`config.mk`:
```
export PLATFORM = sky130hd
export DESIGN_NAME = grid_renderer
export DESIGN_NICKNAME = d
export VERILOG_FILES = /design/src/rtl/grid_renderer.sv
export SDC_FILE = /design/constraint.sdc
export NUM_CORES = 1
export LEC_CHECK = 0
export ABC_AREA = 1
export CAP_MARGIN = 25
export CORE_UTILIZATION = 55
export DETAILED_ROUTE_END_ITERATION = 16
export HOLD_SLACK_MARGIN = 0.15
export MAX_ROUTING_LAYER = met4
export PLACE_DENSITY = 0.79
export SYNTH_ARGS = -nofsm -noshare
export SYNTH_HDL_FRONTEND = slang
export SYNTH_SLANG_ARGS = --single-unit
```
`constraint.sdc`:
```
create_clock -name CLK -period 2.2 [get_ports CLK]
set_input_delay 0.22 -clock CLK [delete_from_list [all_inputs] [get_ports CLK]]
set_output_delay 0.22 -clock CLK [all_outputs]
set_load 0.005 [all_outputs]
```
`src/rtl/grid_renderer.sv`:
```
// VGA renderer for an N x N grid of coloured cells with a blinking cursor outline.
// Frame inputs are captured into shadow registers at each frame wrap so a frame is drawn from one snapshot.
module grid_renderer #(
    parameter int unsigned GRID_N       = 3,
    parameter int unsigned CELL_W       = 189,
    parameter int unsigned CELL_H       = 139,
    parameter int unsigned GAP          = 21,
    parameter int unsigned ORIGIN_X     = 11,
    parameter int unsigned ORIGIN_Y     = 11,
    parameter int unsigned CLK_DIV      = 4,
    parameter int unsigned BORDER       = 4,
    parameter int unsigned BLINK_FRAMES = 30,
    parameter int unsigned H_ACTIVE     = 640,
    parameter int unsigned H_FP         = 16,
    parameter int unsigned H_SYNC       = 96,
    parameter int unsigned H_BP         = 48,
    parameter int unsigned V_ACTIVE     = 480,
    parameter int unsigned V_FP         = 10,
    parameter int unsigned V_SYNC       = 2,
    parameter int unsigned V_BP         = 33
) (
    input  logic                                   CLK,
    input  logic                                   RST_BTN,
    input  logic [GRID_N*GRID_N-1:0]               RED,
    input  logic [GRID_N*GRID_N-1:0]               GREEN,
    input  logic [GRID_N*GRID_N-1:0]               BLUE,
    input  logic [((GRID_N*GRID_N > 1) ? $clog2(GRID_N*GRID_N) : 1)-1:0] CURSOR,
    input  logic                                   CURSOR_EN,
    output logic                                   VGA_HS_O,
    output logic                                   VGA_VS_O,
    output logic [3:0]                             VGA_R,
    output logic [3:0]                             VGA_G,
    output logic [3:0]                             VGA_B,
    output logic                                   FRAME_START
);

    localparam int unsigned NN       = GRID_N * GRID_N;
    localparam int unsigned CUR_W    = (NN > 1) ? $clog2(NN) : 1;
    localparam int unsigned H_TOTAL  = H_ACTIVE + H_FP + H_SYNC + H_BP;
    localparam int unsigned V_TOTAL  = V_ACTIVE + V_FP + V_SYNC + V_BP;
    localparam int unsigned HW       = $clog2(H_TOTAL);
    localparam int unsigned VW       = $clog2(V_TOTAL);
    localparam int unsigned DIV_W    = (CLK_DIV > 1) ? $clog2(CLK_DIV) : 1;
    localparam int unsigned FC_W     = $clog2(BLINK_FRAMES + 1);
    localparam int unsigned HS_START = H_ACTIVE + H_FP;
    localparam int unsigned HS_END   = HS_START + H_SYNC;
    localparam int unsigned VS_START = V_ACTIVE + V_FP;
    localparam int unsigned VS_END   = VS_START + V_SYNC;
    localparam int unsigned PITCH_X  = CELL_W + GAP;
    localparam int unsigned PITCH_Y  = CELL_H + GAP;

    logic [DIV_W-1:0] div_q, div_d;
    logic [HW-1:0]    h_q, h_d;
    logic [VW-1:0]    v_q, v_d;
    logic [FC_W-1:0]  fcnt_q, fcnt_d;
    logic             blink_q, blink_d;
    logic [NN-1:0]    red_sh_q, red_sh_d;
    logic [NN-1:0]    green_sh_q, green_sh_d;
    logic [NN-1:0]    blue_sh_q, blue_sh_d;
    logic [CUR_W-1:0] cursor_sh_q, cursor_sh_d;
    logic             cursor_en_sh_q, cursor_en_sh_d;
    logic [3:0]       vga_r_q, vga_r_d;
    logic [3:0]       vga_g_q, vga_g_d;
    logic [3:0]       vga_b_q, vga_b_d;
    logic             hs_q, hs_d;
    logic             vs_q, vs_d;
    logic             frame_start_q, frame_start_d;

    logic             strobe_c;
    logic             h_last_c;
    logic             v_last_c;
    logic             wrap_c;
    logic             pix_r_c;
    logic             pix_g_c;
    logic             pix_b_c;
    logic             cur_edge_c;
    int unsigned      px_c;
    int unsigned      py_c;
    int unsigned      x0_c;
    int unsigned      y0_c;

    assign strobe_c = (div_q == DIV_W'(CLK_DIV - 1));
    assign h_last_c = (h_q == HW'(H_TOTAL - 1));
    assign v_last_c = (v_q == VW'(V_TOTAL - 1));
    assign wrap_c   = h_last_c && v_last_c;

    // Cell hit test by per-row/per-column comparators against the current counters.
    always_comb begin
        px_c       = 32'(h_q);
        py_c       = 32'(v_q);
        x0_c       = 0;
        y0_c       = 0;
        pix_r_c    = 1'b0;
        pix_g_c    = 1'b0;
        pix_b_c    = 1'b0;
        cur_edge_c = 1'b0;
        if (px_c < H_ACTIVE && py_c < V_ACTIVE) begin
            for (int unsigned r = 0; r < GRID_N; r++) begin
                y0_c = ORIGIN_Y + r * PITCH_Y;
                for (int unsigned c = 0; c < GRID_N; c++) begin
                    x0_c = ORIGIN_X + c * PITCH_X;
                    if (py_c >= y0_c && py_c < y0_c + CELL_H &&
                        px_c >= x0_c && px_c < x0_c + CELL_W) begin
                        pix_r_c = pix_r_c | red_sh_q[NN - 1 - (r * GRID_N + c)];
                        pix_g_c = pix_g_c | green_sh_q[NN - 1 - (r * GRID_N + c)];
                        pix_b_c = pix_b_c | blue_sh_q[NN - 1 - (r * GRID_N + c)];
                        // Out-of-range cursor values never match a cell index.
                        if (cursor_en_sh_q && !blink_q &&
                            32'(cursor_sh_q) == r * GRID_N + c &&
                            (px_c <  x0_c + BORDER || px_c >= x0_c + CELL_W - BORDER ||
                             py_c <  y0_c + BORDER || py_c >= y0_c + CELL_H - BORDER)) begin
                            cur_edge_c = 1'b1;
                        end
                    end
                end
            end
        end
    end

    // Timing counters, shadow capture, blink and output pipeline; all advance on the strobe.
    always_comb begin
        div_d          = div_q + DIV_W'(1);
        h_d            = h_q;
        v_d            = v_q;
        fcnt_d         = fcnt_q;
        blink_d        = blink_q;
        red_sh_d       = red_sh_q;
        green_sh_d     = green_sh_q;
        blue_sh_d      = blue_sh_q;
        cursor_sh_d    = cursor_sh_q;
        cursor_en_sh_d = cursor_en_sh_q;
        vga_r_d        = vga_r_q;
        vga_g_d        = vga_g_q;
        vga_b_d        = vga_b_q;
        hs_d           = hs_q;
        vs_d           = vs_q;
        frame_start_d  = 1'b0;
        if (strobe_c) begin
            div_d   = '0;
            h_d     = h_last_c ? '0 : h_q + HW'(1);
            if (h_last_c) begin
                v_d = v_last_c ? '0 : v_q + VW'(1);
            end
            vga_r_d = cur_edge_c ? 4'hF : {4{pix_r_c}};
            vga_g_d = cur_edge_c ? 4'hF : {4{pix_g_c}};
            vga_b_d = cur_edge_c ? 4'hF : {4{pix_b_c}};
            hs_d    = !(px_c >= HS_START && px_c < HS_END);
            vs_d    = !(py_c >= VS_START && py_c < VS_END);
            if (wrap_c) begin
                red_sh_d       = RED;
                green_sh_d     = GREEN;
                blue_sh_d      = BLUE;
                cursor_sh_d    = CURSOR;
                cursor_en_sh_d = CURSOR_EN;
                frame_start_d  = 1'b1;
                if (fcnt_q == FC_W'(BLINK_FRAMES - 1)) begin
                    fcnt_d  = '0;
                    blink_d = !blink_q;
                end else begin
                    fcnt_d  = fcnt_q + FC_W'(1);
                end
            end
        end
    end

    always_ff @(posedge CLK) begin
        if (!RST_BTN) begin
            div_q          <= '0;
            h_q            <= '0;
            v_q            <= '0;
            fcnt_q         <= '0;
            blink_q        <= 1'b0;
            red_sh_q       <= '0;
            green_sh_q     <= '0;
            blue_sh_q      <= '0;
            cursor_sh_q    <= '0;
            cursor_en_sh_q <= 1'b0;
            vga_r_q        <= 4'h0;
            vga_g_q        <= 4'h0;
            vga_b_q        <= 4'h0;
            hs_q           <= 1'b1;
            vs_q           <= 1'b1;
            frame_start_q  <= 1'b0;
        end else begin
            div_q          <= div_d;
            h_q            <= h_d;
            v_q            <= v_d;
            fcnt_q         <= fcnt_d;
            blink_q        <= blink_d;
            red_sh_q       <= red_sh_d;
            green_sh_q     <= green_sh_d;
            blue_sh_q      <= blue_sh_d;
            cursor_sh_q    <= cursor_sh_d;
            cursor_en_sh_q <= cursor_en_sh_d;
            vga_r_q        <= vga_r_d;
            vga_g_q        <= vga_g_d;
            vga_b_q        <= vga_b_d;
            hs_q           <= hs_d;
            vs_q           <= vs_d;
            frame_start_q  <= frame_start_d;
        end
    end

    assign VGA_R       = vga_r_q;
    assign VGA_G       = vga_g_q;
    assign VGA_B       = vga_b_q;
    assign VGA_HS_O    = hs_q;
    assign VGA_VS_O    = vs_q;
    assign FRAME_START = frame_start_q;

endmodule

```
==> results.md <==
- Total gr overflow: 0
- Layout cells sized above 1: 0.142
- Detail Placement HPWL: 8190 microns
- Critical path arrival: 2.24 ns
- Worst Max-Slew Pin Slew: 0.455 ns
- EDFF count, synth: 0
- Cts hold-fix bufs: 0
- Final Hold Vio Count: 0
- Die footprint: 7300 sq um
- Max Fanout on Critical Path: 3
- Die Wd: 85.4 microns
- Max Cap Viol: 0
- Drt first pass iters: 7
- Status: complete, no violations
- Post-route DRC: 0
- Worst hold path type: input port to flip-flop
- P_leak: 2.16 nW
- Max-slew violations: 0
- CP max stage cell: dfxtp_1
- CP endpoint kind: flip-flop
- Final TNS setup: 0 ns
- Clock Sinks: 66
- CTS tree: built
- Tcrit/Tclk final: 0.911
- Max incr delay on CP: 0.34 ns
- Synth unique cells: 33
- Post-Route WL: 10400 microns
- First-pass GRT wire length: 17600 microns
- Asr flop ratio synth: 0
- Mapped Area: 3830 sq um
- Area contributors post-synth: dfxtp_1 34%, nand2_1 15%, nor2_1 7.1%
- Crit path max-delay family: simple AND/OR/NAND/NOR gates
- Worst EP required: 2.44 ns
- Setup CP Type: flip-flop to flip-flop
- Worst VDD drop: 0.000429 V
- Bufs on Longest Clock Path: 2
- Yosys reg bits: 66
- Routed vias: 4071
- Largest net degree at the start of global routing: 34
- Nets@finish: 693
- Total power: 2.38 mW
- Mapped Nets: 626
- Post-synth top area cell: dfxtp_1
- Iteration-0 DRC Markers: 292
- Core box area: 6760 sq um
- Antenna diodes: 0
- Clock period minus worst slack: 2.00 ns
- Die Y-Extent: 85.4 microns
- DR vias/cell: 5.53
- # rows: 30
- Number of antenna violations at the first check in global routing: 0
- Clock Latency Late Sink: 0.35 ns
- Max_slew headroom: 0.695
- Worst setup SP type: flip-flop
- Num CTS Buffers: 9
- Clock skew: 0.0108 ns
- Reg2reg setup slack: 0.20 ns
- PD cells: 499 nW/um^2
- Input/output buffers: 48
- Num ports: 49
- Avg Inst Size Synth: 6.56 sq um
- Buffer count from post-CTS setup fixing: 0
- Fillers: 600
- Fin util: 0.705
- Final antenna-violating net count: 0
- RSZ-0062 raised after global routing: true
- Dominant synthesized flop cell: dfxtp_1
- Clock root buffer: clkbuf_8
- Initial Util: 0.567
- Fraction of the yosys area taken by sequential cells: 0.345
- Worst path bufs/invs: 2
- Crit path cell chain: ha_1 > nand3_1 > inv_2 > nand4_1 > nor2_2 > inv_2 > nor3_1 > nand2_1 > nor2_1 > nand2_1 > o21ai_1 > a21oi_1
- Peak Freq: 499 MHz
- Setup violators final: 0
- Layout area overhead: 24.4%
- Placer Congestion: 0.935
- Synth warnings: 0
- Vias in the first global route: 3914
- Post-synth top area share: 0.345
- H-Tree Depth: 3
- Clk slew on worst S/H paths: 0.08 ns
- WL/cell: 14.1 microns
- All-Layer GR Usage: 0.318
- Syn Inst Count: 584
-- kinds of logic after synthesis --
| family | Yosys count | synth area share |
|---|---|---|
| adders and majority gates | 8 | 0.0261 |
| xor gates and xnor gates | 4 | 0.00915 |
| AOI/OAI and AO/OA | 75 | 0.131 |
| buffers and inverters | 101 | 0.116 |
| DFF | 66 | 0.345 |
| and+or+nand+nor | 330 | 0.373 |
-- registers in the layout (all words and copies together) (netlist names), 2 cells and up --
signal / flops
red_sh_q: 9
fcnt_q: 5
div_q: 2
v_q: 10
green_sh_q: 9
blue_sh_q: 9
cursor_sh_q: 4
h_q: 10
-- power breakdown --
part / total, mW / switching (mW) / internal, mW
Sequential: 1.20 / 0.00285 / 1.20
Clock: 1.05 / 0.521 / 0.531
Combinational: 0.125 / 0.0525 / 0.0724
-- layout by cell type, fill, tap and decap left out, types with 9 or more instances in the layout --
| master | synthesis | layout |
|---|---|---|
| nor3_1 | 15 | 14 |
| inv_2 | 14 | 14 |
| nand3_1 | 48 | 48 |
| clkbuf_8 | 0 | 9 |
| nor2_1 | 72 | 66 |
| nor2_2 | 13 | 17 |
| o21ai_0 | 16 | 15 |
| a21oi_1 | 18 | 17 |
| buf_4 | 13 | 32 |
| dfxtp_1 | 66 | 66 |
| clkdlybuf4s50_1 | 0 | 48 |
| inv_1 | 59 | 59 |
| a22o_1 | 28 | 28 |
| nand2_1 | 158 | 156 |
| nand4_1 | 12 | 12 |
-- per-stage QoR --
stage	setup WS (ns)	std cells	hold slack [ns]	instance area, sq um
after floorplan	0.481	584	0.333	3830
final	0.196	736	0.432	4770
after global placement	-0.413	719	0.407	4510
after global routing	-0.0174	736	0.458	4770
after detailed placement	0.154	720	0.436	4520
after CTS	0.141	736	0.419	4720
-- tightest hold or removal path, stage by stage --
cell	delay, ns
clkdlybuf4s50_1	0.39
nand2_1	0.06
o21ai_0	0.06
-- layer usage --
metal  wire, microns  vias up  share of wire  track usage
li1                -     2024              -            -
met1            4590     1845           0.44        0.399
met2            4710      176           0.46        0.507
met3             735       26          0.071       0.0613
met4             315        0          0.030        0.123
met5               0        -              0            -
-- final timing paths --
kind                                 from             end  cells past startpoint
worst max-delay path               h_q[0]          v_q[9]                     12
worst min-delay path            CURSOR[3]  cursor_sh_q[3]                      3
worst max register to register     h_q[0]          v_q[9]                     12
worst min register to register   div_q[0]        div_q[0]                      1
-- synth_stat cells, types with 6 or more instances --
cell	n
a21oi_1	18
a22o_1	28
buf_2	12
buf_4	13
dfxtp_1	66
ha_1	8
inv_1	59
inv_2	14
nand2_1	158
nand3_1	48
nand4_1	12
nor2_1	72
nor2_2	13
nor3_1	15
o21ai_0	16
o21ai_1	6
-- area by class of cell --
class | count | area [sq um] | share of cell area
timing repair buffer | 82 | 756 | 0.159
tap | 80 | 100 | 0.0210
inverter | 75 | 282 | 0.0591
clock buffer | 9 | 124 | 0.0260
multi-input combinational | 417 | 2110 | 0.442
clock inverter | 7 | 76.3 | 0.0160
sequential | 66 | 1320 | 0.277
-- repair_timing --
action                                 4_1_cts  5_1_grt
setup endpoints to repair                    0        4
endpoints found under the hold margin        0        0
resized for setup                            0       14
Power figures use the tool's default switching activity.
